==> config.mk <==
export PLATFORM = sky130hd
export DESIGN_NAME = fpu_iter_div
export DESIGN_NICKNAME = d
export VERILOG_FILES = /design/src/rtl/pa_fpu.sv /design/src/rtl/fpu_iter_div.sv
export SDC_FILE = /design/constraint.sdc
export NUM_CORES = 1
export LEC_CHECK = 0
export BUFFER_PORTS_ARGS = -buffer_cell sky130_fd_sc_hd__buf_2
export CORE_MARGIN = 2
export CORE_UTILIZATION = 41
export DETAILED_ROUTE_END_ITERATION = 10
export REMOVE_ABC_BUFFERS = 1
export SYNTH_ARGS = -nofsm -noshare
export SYNTH_HDL_FRONTEND = slang
export SYNTH_SLANG_ARGS = --single-unit
==> constraint.sdc <==
create_clock -name clk -period 16.8 [get_ports clk]
set_clock_uncertainty 0.05 [all_clocks]
set_input_delay 3.36 -clock clk [delete_from_list [all_inputs] [get_ports clk]]
set_output_delay 3.36 -clock clk [all_outputs]
set_load 0.03 [all_outputs]
==> src/rtl/pa_fpu.sv <==
// rtl/pa_fpu.sv - shared FPU package: divider FSM states and default widths
package pa_fpu;

  localparam int DIV_QWIDTH_DEF = 27;

  typedef enum logic [1:0] {
    pdiv_idle_st         = 2'd0,
    pdiv_iter_st         = 2'd1,
    pdiv_result_valid_st = 2'd2
  } e_pdiv_st;

  // Iterations per operation: one quotient bit per clock.
  function automatic int pdiv_iters(input logic mode_int, input int width, input int qwidth);
    return mode_int ? width : qwidth;
  endfunction

endpackage

==> src/rtl/fpu_iter_div.sv <==
// rtl/fpu_iter_div.sv - iterative restoring divider, mantissa and integer modes
// Optional divide-by-zero shortcut and dbz flag under `FPU_DIV_DBZ_EN.
module fpu_iter_div
  import pa_fpu::*;
#(
  parameter int WIDTH  = 24,
  parameter int QWIDTH = WIDTH + 3
) (
  input  logic              clk,
  input  logic              arst,
  input  logic              start,
  input  logic              mode_int,
  input  logic [WIDTH-1:0]  dividend,
  input  logic [WIDTH-1:0]  divisor,
  input  logic              ack,
  output logic              busy,
  output logic              result_valid,
  output logic [QWIDTH-1:0] quotient,
  output logic [WIDTH:0]    remainder,
  output logic              sticky,
  output logic              dbz
);

  localparam int CW = $clog2(QWIDTH + 1);

  e_pdiv_st          r_state;
  logic [CW-1:0]     r_cnt;
  logic              r_mode_int;
  logic [WIDTH-1:0]  r_a;
  logic [WIDTH-1:0]  r_b;
  logic [WIDTH:0]    r_rem;
  logic [QWIDTH-1:0] r_q;

  logic              r_busy;
  logic              r_valid;
  logic [QWIDTH-1:0] r_quot;
  logic [WIDTH:0]    r_remd;
  logic              r_sticky;
`ifdef FPU_DIV_DBZ_EN
  logic              r_dbz;
`endif

  logic [WIDTH:0]    w_rem_in;
  logic [WIDTH:0]    w_rem_sub;
  logic [WIDTH:0]    w_rem_next;
  logic [QWIDTH-1:0] w_q_next;
  logic              w_ge;
  logic              w_last;

  // One restoring step; integer mode first pulls in the next dividend bit.
  always_comb begin
    w_rem_in   = r_mode_int ? {r_rem[WIDTH-1:0], r_a[WIDTH-1]} : r_rem;
    w_ge       = (w_rem_in >= {1'b0, r_b});
    w_rem_sub  = w_ge ? (w_rem_in - {1'b0, r_b}) : w_rem_in;
    w_q_next   = {r_q[QWIDTH-2:0], w_ge};
    w_last     = (r_cnt == CW'(1));
    w_rem_next = (r_mode_int || w_last) ? w_rem_sub : {w_rem_sub[WIDTH-1:0], 1'b0};
  end

  always_ff @(posedge clk or posedge arst) begin
    if (arst) begin
      r_state    <= pdiv_idle_st;
      r_cnt      <= '0;
      r_mode_int <= 1'b0;
      r_a        <= '0;
      r_b        <= '0;
      r_rem      <= '0;
      r_q        <= '0;
      r_busy     <= 1'b0;
      r_valid    <= 1'b0;
      r_quot     <= '0;
      r_remd     <= '0;
      r_sticky   <= 1'b0;
`ifdef FPU_DIV_DBZ_EN
      r_dbz      <= 1'b0;
`endif
    end else begin
      case (r_state)
        pdiv_idle_st: begin
          if (start) begin
            r_mode_int <= mode_int;
            r_a        <= dividend;
            r_b        <= divisor;
            r_rem      <= mode_int ? '0 : {1'b0, dividend};
            r_q        <= '0;
            r_cnt      <= CW'(pdiv_iters(mode_int, WIDTH, QWIDTH));
            r_busy     <= 1'b1;
`ifdef FPU_DIV_DBZ_EN
            if (divisor == '0) begin
              r_state  <= pdiv_result_valid_st;
              r_valid  <= 1'b1;
              r_quot   <= '1;
              r_remd   <= {1'b0, dividend};
              r_sticky <= |dividend;
              r_dbz    <= 1'b1;
            end else begin
              r_state  <= pdiv_iter_st;
            end
`else
            r_state    <= pdiv_iter_st;
`endif
          end
        end
        pdiv_iter_st: begin
          r_rem <= w_rem_next;
          r_q   <= w_q_next;
          r_a   <= {r_a[WIDTH-2:0], 1'b0};
          r_cnt <= r_cnt - CW'(1);
          if (w_last) begin
            r_state  <= pdiv_result_valid_st;
            r_valid  <= 1'b1;
            r_quot   <= w_q_next;
            r_remd   <= w_rem_sub;
            r_sticky <= |w_rem_sub;
`ifdef FPU_DIV_DBZ_EN
            r_dbz    <= 1'b0;
`endif
          end
        end
        pdiv_result_valid_st: begin
          if (ack) begin
            r_state <= pdiv_idle_st;
            r_valid <= 1'b0;
            r_busy  <= 1'b0;
          end
        end
        default: r_state <= pdiv_idle_st;
      endcase
    end
  end

  assign busy         = r_busy;
  assign result_valid = r_valid;
  assign quotient     = r_quot;
  assign remainder    = r_remd;
  assign sticky       = r_sticky;
`ifdef FPU_DIV_DBZ_EN
  assign dbz          = r_dbz;
`else
  assign dbz          = 1'b0;
`endif

endmodule

==> results of run 1 <==
[sequential cells by signal, indices dropped and copies added (netlist names), 2 cells and up]
name,flops
quotient,27
r_a,24
r_b,24
r_cnt,5
r_q,26
r_rem,25
r_state,2
remainder,25
[path summary, 6_finish.rpt]
| kind | from | end | slack, ns | cells after the start |
|---|---|---|---|---|
| max | start | r_rem[18]$_DFFE_PP0P_ | 12.03 | 6 |
| min | r_a[20]$_DFFE_PP0P_ | r_a[20]$_DFFE_PP0P_ | 0.42 | 2 |
| max reg2reg | r_mode_int$_DFFE_PP0P_ | sticky$_DFFE_PP0P_ | 12.47 | 14 |
| min reg2reg | r_a[20]$_DFFE_PP0P_ | r_a[20]$_DFFE_PP0P_ | 0.42 | 2 |
| max in group asynchronous | arst | r_b[20]$_DFFE_PP0P_ | 12.27 | 3 |
| min in group asynchronous | arst | quotient[15]$_DFFE_PP0P_ | 3.05 | 2 |
[per-stage QoR]
step           instance area (µm²)  util (%)  setup WS (ns)  cells  hold WS, ns
6_report                     10100      47.9          12.03   1276        0.422
5_1_grt                      10100      47.9          11.90   1275        0.463
4_1_cts                      10100      47.9          12.04   1275        0.427
3_5_place_dp                  9500      45.2          11.58   1244        0.412
3_3_place_gp                  9500      45.2          11.61   1244        0.407
2_1_floorplan                 8520         -           9.01    851        0.392
[layer usage]
metal,up-vias,global-route usage (%)
met1,3395,29.5
met4,0,5.71
met5,-,0
li1,3398,-
met3,16,3.33
met2,175,30.8
[cell usage after synthesis, types with 4 or more instances]
cell / instances / area, µm²
a21o_1: 9 / 67.6
a21oi_1: 53 / 265
a221oi_1: 14 / 123
a222oi_1: 4 / 40.0
a22o_1: 26 / 228
a31oi_1: 26 / 163
and2_1: 13 / 81.3
and3_1: 4 / 25.0
buf_1: 8 / 30.0
buf_2: 11 / 55.1
clkbuf_1: 31 / 116
dfrtp_1: 162 / 4050
ha_1: 27 / 338
inv_1: 47 / 176
mux2_2: 58 / 653
mux2i_1: 21 / 210
nand2_1: 128 / 480
nand3_1: 8 / 40.0
nand4_1: 8 / 50.1
nor2_1: 58 / 218
nor3_1: 8 / 40.0
nor4_1: 4 / 25.0
o211ai_1: 6 / 45.0
o21a_1: 5 / 37.5
o21ai_0: 69 / 345
o21ai_1: 12 / 60.1
xnor2_1: 14 / 123
xor2_1: 6 / 52.6
[cell families after synthesis]
group | after synthesis | share of synthesized area [%]
muxes | 79 | 9.85
adders and majority gates | 28 | 4.08
and+or+nand+nor | 251 | 12.9
other | 1 | 0.0428
xor gates and xnor gates | 20 | 2.00
AOI/OAI and AO/OA | 263 | 20.1
buffers and inverters | 102 | 4.83
DFF | 162 | 46.3
[layout make-up]
| type | count | share of cell area, % |
|---|---|---|
| multi-input cells | 642 | 42.7 |
| flip-flops and latches | 162 | 40.2 |
| diodes | 1 | 0.0248 |
| well taps | 275 | 3.41 |
| repair buffers | 118 | 6.13 |
| clock inverters | 13 | 1.44 |
| clock buffers | 18 | 4.26 |
| inverters | 47 | 1.80 |
[worst max-delay path, stage by stage]
cell and delay [ns]:
buf_2 0.25, nor2_1 0.10, or2_2 0.47, buf_4 0.34
a221o_1 0.31, o22a_1 0.17
==> out/qor.yml, run 1 <==
status: "completed"
fillers: 2025
drive_gt1_share_pct: 22.7
regArea_mm2: 0.00405
rsz0062_at_grt: "false"
synth_edf_count: 0
max-slew-margin-rel_pct: 26.6
synth_warnings: 0
finalHoldViolCount: 0
cp_max_fo: 44
layout_min_cycle_time_ns: 4.77
ioPinCount: 109
multi_input_area_mm2: 0.00430
syn_avg_cell_area_um2: 9.67
end_kind: "flop"
rows: 53
drtIter0Drc: 469
finalNetCount: 1069
setup-violations-final: 0
cp-start-kind: "input pin"
areaGrowthSynthToFinish_pct: 15.0
crit_type: "in -> reg"
synthArstFlopShare_pct: 100
via_per_inst: 5.47
wl_met2_um: 9900
wl_met3_um: 1180
drc: 0
post_cts_buffers: 0
ctsResizeCount: 0
cts.path.max_buffers: 2
setup_tns_ns: 0
grt_max_degree: 97
top_layer: "met4"
ys_ff_latch: 162
slew_violations: 0
crit_arrival_ns: 5.03
cts_buffers: 17
synthCells: 906
core_mm2: 0.0210
overflow: 0
start_util_pct: 41.7
cap_violations: 0
post-route-period-util_pct: 28.4
cts_tree: "yes"
die_h_um: 150
seq_area_frac_synth_pct: 46.3
final_common_cell: "dfrtp_1"
clock.fmax_ghz: 0.210
clk_pin_slew_worst_paths_ns: 0.07
cts_root_buf: "clkbuf_16"
antenna_found_initial: 1
ys.flop_type: "dfrtp_1"
grt_usage_pct: 20.1
dr.pass1.iters: 5
io_buffers: 107
mostFrequentLayoutCells: "dfrtp_1, nand2_1, buf_2, o21ai_0, mux2_2"
synth_area_mm2: 0.00876
grt_pass1_wl_um: 35700
htree_levels: 4
synth.distinct_cells: 71
die_x_um: 150
drt_wl_total_um: 22000
dpl.hpwl_um: 15500
clk_latency_ns: 0.43
vias: 6984
antenna_left: 0
wl_per_cell_um: 17.3
cts_sinks: 162
gp_congestion: 0.902
die_area_mm2: 0.0226
wl_met1_um: 10700
hp-class: "reg -> reg"
critPathRequiredTime_ns: 17.06
postCtsHoldBufs: 0
first_global_vias: 6780
worst_pin_slew_ns: 1.10
Power of run 1 is left out: the tool's default activity adds up to more than one toggle a clock period on the data nets, which glitch-free logic cannot reach.
==> run 2, diff against run 1 <==
--- a/config.mk
+++ b/config.mk
@@ -5,6 +5,7 @@
 export SDC_FILE = /design/constraint.sdc
 export NUM_CORES = 1
 export LEC_CHECK = 0
+export ABC_AREA = 1
 export BUFFER_PORTS_ARGS = -buffer_cell sky130_fd_sc_hd__buf_2
 export CORE_MARGIN = 2
 export CORE_UTILIZATION = 41
==> constraint.sdc (replaced) <==
create_clock -name clk -period 4.8 [get_ports clk]
set_clock_uncertainty 0.05 [all_clocks]
set_input_delay 0.96 -clock clk [delete_from_list [all_inputs] [get_ports clk]]
set_output_delay 0.96 -clock clk [all_outputs]
set_load 0.03 [all_outputs]
==> out/qor.yml, run 2 <==
synthArstFlopShare_pct: 100  # unchanged
ys_ff_latch: 162  # unchanged
antenna_found_initial: 0  # was 1
setup-violations-final: 0  # unchanged
cts_sinks: 162  # unchanged
cts_root_buf: "clkbuf_16"  # unchanged
ioPinCount: 109  # unchanged
synth.most_common_cell: "nand2_1"  # was dfrtp_1
seq_area_frac_synth_pct: 44.1  # was 46.3%
diodes: 0  # was 1
via_per_inst: 5.13  # was 5.47
rsz0062_at_grt: "false"  # unchanged
die_h_um: 154  # was 150 µm
end_kind: "flop"  # unchanged
cts_buffers: 17  # unchanged
ctsResizeCount: 0  # unchanged
drtIter0Drc: 601  # was 469
synth_commonest_cells: "nand2_1, inv_1, dfrtp_1"  # was dfrtp_1, nand2_1, o21ai_0
finalHoldViolCount: 0  # unchanged
regArea_mm2: 0.00405  # unchanged
crit_type: "reg -> reg"  # was in -> reg
clk_latency_ns: 0.44  # was 0.43 ns
vias: 8495  # was 6984
core_mm2: 0.0219  # was 0.0210 mm²
max-slew-margin-rel_pct: 34.2  # was 26.6%
synth_top_cell_area_share_pct: 44.1  # was 46.3%
cp_cell_sequence: "buf_4 -> o21ai_0 -> inv_1 -> ha_1 -> a21oi_1 -> nand2_1 -> nand2_1 -> nand2_1 -> a21oi_2 -> buf_4 -> nand3_2 -> inv_2 -> nand2_1 -> nand2_1 -> nand2_1 -> nor2_1 -> nand3_1 -> nor2_1 -> nor2_1"  # was buf_2 -> nor2_1 -> or2_2 -> buf_4 -> a221o_1 -> o22a_1
drt_wl_total_um: 26100  # was 22000 µm
critPathRequiredTime_ns: 5.08  # was 17.06 ns
clk_pin_slew_worst_paths_ns: 0.07  # about the same
start_util_pct: 42.0  # was 41.7%
wl_per_cell_um: 15.7  # was 17.3 µm
drc: 0  # unchanged
cp-start-kind: "flop"  # was input pin
syn_avg_cell_area_um2: 7.20  # was 9.67 µm²
synthCells: 1277  # was 906
ys.flop_type: "dfrtp_1"  # unchanged
cp_max_fo: 27  # was 44
cts.path.max_buffers: 2  # unchanged
postCtsHoldBufs: 0  # unchanged
htree_levels: 4  # unchanged
cap_violations: 0  # unchanged
post-route-util_pct: 48.2  # was 47.9%
dr.pass1.iters: 5  # unchanged
die_x_um: 154  # was 150 µm
clock.fmax_ghz: 0.244
io_buffers: 107  # unchanged
grt_max_degree: 109  # was 97
post-route-period-util_pct: 85.5
synth_area_leaders: "dfrtp_1, nand2_1, inv_1, o21ai_0, a21oi_1"  # was dfrtp_1, mux2_2, nand2_1, o21ai_0, ha_1
synth_edf_count: 0  # unchanged
areaGrowthSynthToFinish_pct: 14.7  # was 15.0%
first_global_vias: 8096  # was 6780
slowest_delay_ns: 0.52  # was 0.47 ns
antenna_left: 0  # unchanged
drive_gt1_share_pct: 12.8  # was 22.7%
multi_input_area_mm2: 0.00420  # was 0.00430 mm²
yosys.area.top_type: "dfrtp_1"  # unchanged
synth_warnings: 0  # unchanged
final_common_cell: "nand2_1"  # was dfrtp_1
layout_min_cycle_time_ns: 4.10
worst_pin_slew_ns: 0.987  # was 1.10 ns
finalNetCount: 1445  # was 1069
grt_pass1_wl_um: 42800  # was 35700 µm
grt_usage_pct: 22.5  # was 20.1%
overflow: 0  # unchanged
rows: 54  # was 53
hp-class: "reg -> reg"  # unchanged
die_area_mm2: 0.0236  # was 0.0226 mm²
crit_path_frequent_cell: "nand2_1"
mostFrequentLayoutCells: "nand2_1, inv_1, dfrtp_1, buf_2, o21ai_0"  # was dfrtp_1, nand2_1, buf_2, o21ai_0, mux2_2
synth.distinct_cells: 38  # was 71
fillers: 2265  # was 2025
slowest_stage: "nand3_2"  # was or2_2
cts_tree: "yes"  # unchanged
largest_reg_flops: 27  # unchanged
slew_violations: 0  # unchanged
synth_area_mm2: 0.00919  # was 0.00876 mm²
dpl.hpwl_um: 19200  # was 15500 µm
crit_arrival_ns: 4.38  # was 5.03 ns
post_cts_buffers: 0  # unchanged
gp_congestion: 0.975  # was 0.902
status: "completed"  # unchanged
==> run 2: cell families (layout without fill, tap and decap cells) <==
logic type	count (synthesis)	in the layout	synth area share, %
AO/OA/AOI/OAI	233	233	13.8
XOR/XNOR	9	9	0.858
adder cells (fa/ha/maj)	28	28	3.89
buffers and inverters	242	342	10.3
flip-flops	162	162	44.1
other	1	1	0.0408
AND/OR/NAND/NOR	602	602	27.0
==> run 2: layout make-up <==
cell class	instances	area share (%)
clock inverters	15	1.53
clock buffers	17	4.04
multi-input cells	873	39.8
repair buffers	121	6.08
well taps	280	3.32
flip-flops and latches	162	38.5
inverters	189	6.78
==> run 2: worst paths after layout <==
path	cells past startpoint	start	slack, ns	endpoint
max	19	r_mode_int$_DFFE_PP0P_	0.70	sticky$_DFFE_PP0P_
min	1	r_state[0]$_DFFE_PP0P_	0.40	r_state[1]$_DFFE_PP0P_
max reg2reg	19	r_mode_int$_DFFE_PP0P_	0.70	sticky$_DFFE_PP0P_
min reg2reg	1	r_state[0]$_DFFE_PP0P_	0.40	r_state[1]$_DFFE_PP0P_
max in group asynchronous	3	arst	3.03	r_rem[22]$_DFFE_PP0P_
min in group asynchronous	2	arst	0.68	r_state[1]$_DFFE_PP0P_
==> run 2: metrics by stage <==
| stage | worst slack (ns) | cell area [µm²] | std cells | setup TNS (ns) | hold WS, ns |
|---|---|---|---|---|---|
| after floorplan | -0.587 | 8950 | 1224 | -118.23 | 0.379 |
| after CTS | 0.705 | 10500 | 1657 | 0 | 0.404 |
| final | 0.698 | 10500 | 1657 | 0 | 0.403 |
| after global routing | 0.306 | 10500 | 1657 | 0 | 0.441 |
| after global placement | 0.799 | 9950 | 1625 | 0 | 0.392 |
| after detailed placement | 0.725 | 9950 | 1625 | 0 | 0.403 |
==> run 2: layer usage <==
layer | track usage, % | routed length [µm]
met1 | 32.0 | 12400
met5 | 0 | 0
met3 | 3.35 | 1230
met2 | 36.0 | 12000
met4 | 6.33 | 499
==> run 2: worst max-delay path: cells and delay by family, from the launching register on <==
kind / cells / cell delay, ns
simple gates: 11 / 1.44
buf+inv: 4 / 0.95
compound gates: 3 / 0.69
flops: 1 / 0.50
fa+ha+maj: 1 / 0.35
Power of run 2 is left out for the same reason.
==> run 3, diff against run 2 <==
--- a/config.mk
+++ b/config.mk
@@ -6,7 +6,7 @@
 export NUM_CORES = 1
 export LEC_CHECK = 0
 export ABC_AREA = 1
-export BUFFER_PORTS_ARGS = -buffer_cell sky130_fd_sc_hd__buf_2
+export BUFFER_PORTS_ARGS = -buffer_cell sky130_fd_sc_hd__clkbuf_2
 export CORE_MARGIN = 2
 export CORE_UTILIZATION = 41
 export DETAILED_ROUTE_END_ITERATION = 10
==> out/qor.yml, run 3 (same netlist as run 2, synthesis figures left out) <==
status: "completed"  # unchanged
areaGrowthSynthToFinish_pct: 14.6  # was 14.7%
fillers: 2278  # was 2265
die_h_um: 154  # unchanged
crit_path_frequent_cell: "nand2_1"  # unchanged
max-slew-margin-rel_pct: 39.6  # was 34.2%
via_per_inst: 5.06  # was 5.13
start_util_pct: 42.0  # unchanged
setup-violations-final: 0  # unchanged
post_cts_buffers: 0  # unchanged
critPathRequiredTime_ns: 5.09  # was 5.08 ns
drt_wl_total_um: 26100  # about the same
grt_pass1_wl_um: 42800  # about the same
htree_levels: 4  # unchanged
grt_max_degree: 100  # was 109
cts_sinks: 162  # unchanged
die_x_um: 154  # unchanged
io_buffers: 107  # unchanged
largest_reg_flops: 27  # unchanged
first_global_vias: 8000  # was 8096
antenna_found_initial: 0  # unchanged
postCtsHoldBufs: 0  # unchanged
final_common_cell: "nand2_1"  # unchanged
rsz0062_at_grt: "false"  # unchanged
rows: 54  # unchanged
grt_usage_pct: 22.6  # was 22.5%
post-route-period-util_pct: 85.5  # about the same
drc: 0  # unchanged
slowest_stage: "nand3_2"  # unchanged
cp-start-kind: "flop"  # unchanged
hp-class: "reg -> reg"  # unchanged
post-route-util_pct: 48.1  # was 48.2%
ioPinCount: 109  # unchanged
end_kind: "flop"  # unchanged
setup_tns_ns: 0  # unchanged
cp_max_fo: 31  # was 27
worst-path-stages: 21  # was 19
die_area_mm2: 0.0236  # unchanged
cp_cell_sequence: "buf_4 -> inv_2 -> nand2_1 -> nand2_1 -> ha_1 -> nand2_1 -> inv_1 -> nand2_1 -> nand2_1 -> inv_1 -> nand3_1 -> nand2_2 -> nand3_2 -> inv_2 -> nand2_1 -> nand2_1 -> nand2_1 -> nor2_1 -> nand3_1 -> nor2_1 -> nor2_1"  # was buf_4 -> o21ai_0 -> inv_1 -> ha_1 -> a21oi_1 -> nand2_1 -> nand2_1 -> nand2_1 -> a21oi_2 -> buf_4 -> nand3_2 -> inv_2 -> nand2_1 -> nand2_1 -> nand2_1 -> nor2_1 -> nand3_1 -> nor2_1 -> nor2_1
worst_pin_slew_ns: 0.907  # was 0.987 ns
ctsResizeCount: 0  # unchanged
dpl.hpwl_um: 19400  # was 19200 µm
final_area_mm2: 0.0105  # about the same
vias: 8389  # was 8495
wl_per_cell_um: 15.8  # was 15.7 µm
overflow: 0  # unchanged
slowest_delay_ns: 0.55  # was 0.52 ns
finalHoldViolCount: 0  # unchanged
min_path_cells: 1  # unchanged
drtIter0Drc: 672  # was 601
gp_congestion: 0.898  # was 0.975
cts_buffers: 17  # unchanged
diodes: 0  # unchanged
mostFrequentLayoutCells: "nand2_1, inv_1, dfrtp_1, clkbuf_2, o21ai_0"  # was nand2_1, inv_1, dfrtp_1, buf_2, o21ai_0
clock.fmax_ghz: 0.244  # about the same
cp.buffers_inverters: 5  # was 4
postPlaceCellArea_mm2: 0.00995  # unchanged
crit_type: "reg -> reg"  # unchanged
core_mm2: 0.0219  # unchanged
cp_top_family: "simple AND/OR/NAND/NOR gates"  # unchanged
slew_violations: 0  # unchanged
cts_tree: "yes"  # unchanged
clk_pin_slew_worst_paths_ns: 0.08  # was 0.07 ns
ff2ff_setup_slack_ns: 0.70  # about the same
cts_root_buf: "clkbuf_16"  # unchanged
crit_arrival_ns: 4.39  # was 4.38 ns
cap_violations: 0  # unchanged
dr.pass1.iters: 6  # was 5
cts.path.max_buffers: 2  # unchanged
drive_gt1_share_pct: 12.7  # was 12.8%
ff2ff_path_depth: 21  # was 19
finalNetCount: 1445  # unchanged
antenna_left: 0  # unchanged
layout_min_cycle_time_ns: 4.10  # about the same
clk_latency_ns: 0.44  # about the same
==> run 3: changes by cell type in the layout (fill, tap and decap cells not counted), sizes merged <==
cell and delta:
buf -107, clkbuf +108, clkinv +1, inv -2
==> run 3: worst paths after layout <==
check | start | end
max | r_mode_int$_DFFE_PP0P_ | sticky$_DFFE_PP0P_
min | r_state[0]$_DFFE_PP0P_ | r_state[1]$_DFFE_PP0P_
max reg2reg | r_mode_int$_DFFE_PP0P_ | sticky$_DFFE_PP0P_
min reg2reg | r_state[0]$_DFFE_PP0P_ | r_state[1]$_DFFE_PP0P_
max in group asynchronous | arst | r_q[20]$_DFFE_PP0P_
min in group asynchronous | arst | r_a[7]$_DFFE_PP0P_
==> run 3: cell type report <==
cell class	instances	area (µm²)	share of cell area (%)
timing repair buffer	121	641	6.08
clock inverter	14	145	1.38
tap	280	350	3.33
inverter	189	714	6.79
clock buffer	18	429	4.08
multi-input combinational	873	4200	39.8
sequential	162	4050	38.5
==> run 3: per-layer routing <==
metal	wire (µm)	vias to the layer above	GRT usage, %	part of all wire, %
met3	1020	32	3.35	3.9
met1	12600	3915	32.5	48
met2	12000	195	36.0	46
met5	0	-	0	0
li1	-	4247	-	-
met4	481	0	5.99	1.8
==> run 3: stage by stage <==
step	setup WS, ns	cells	hold WS (ns)
after floorplan	-0.587	1224	0.379
after global placement	0.820	1625	0.388
after detailed placement	0.702	1625	0.404
after CTS	0.675	1657	0.406
after global routing	0.278	1657	0.439
final	0.696	1657	0.406
Power of run 3 is left out for the same reason.
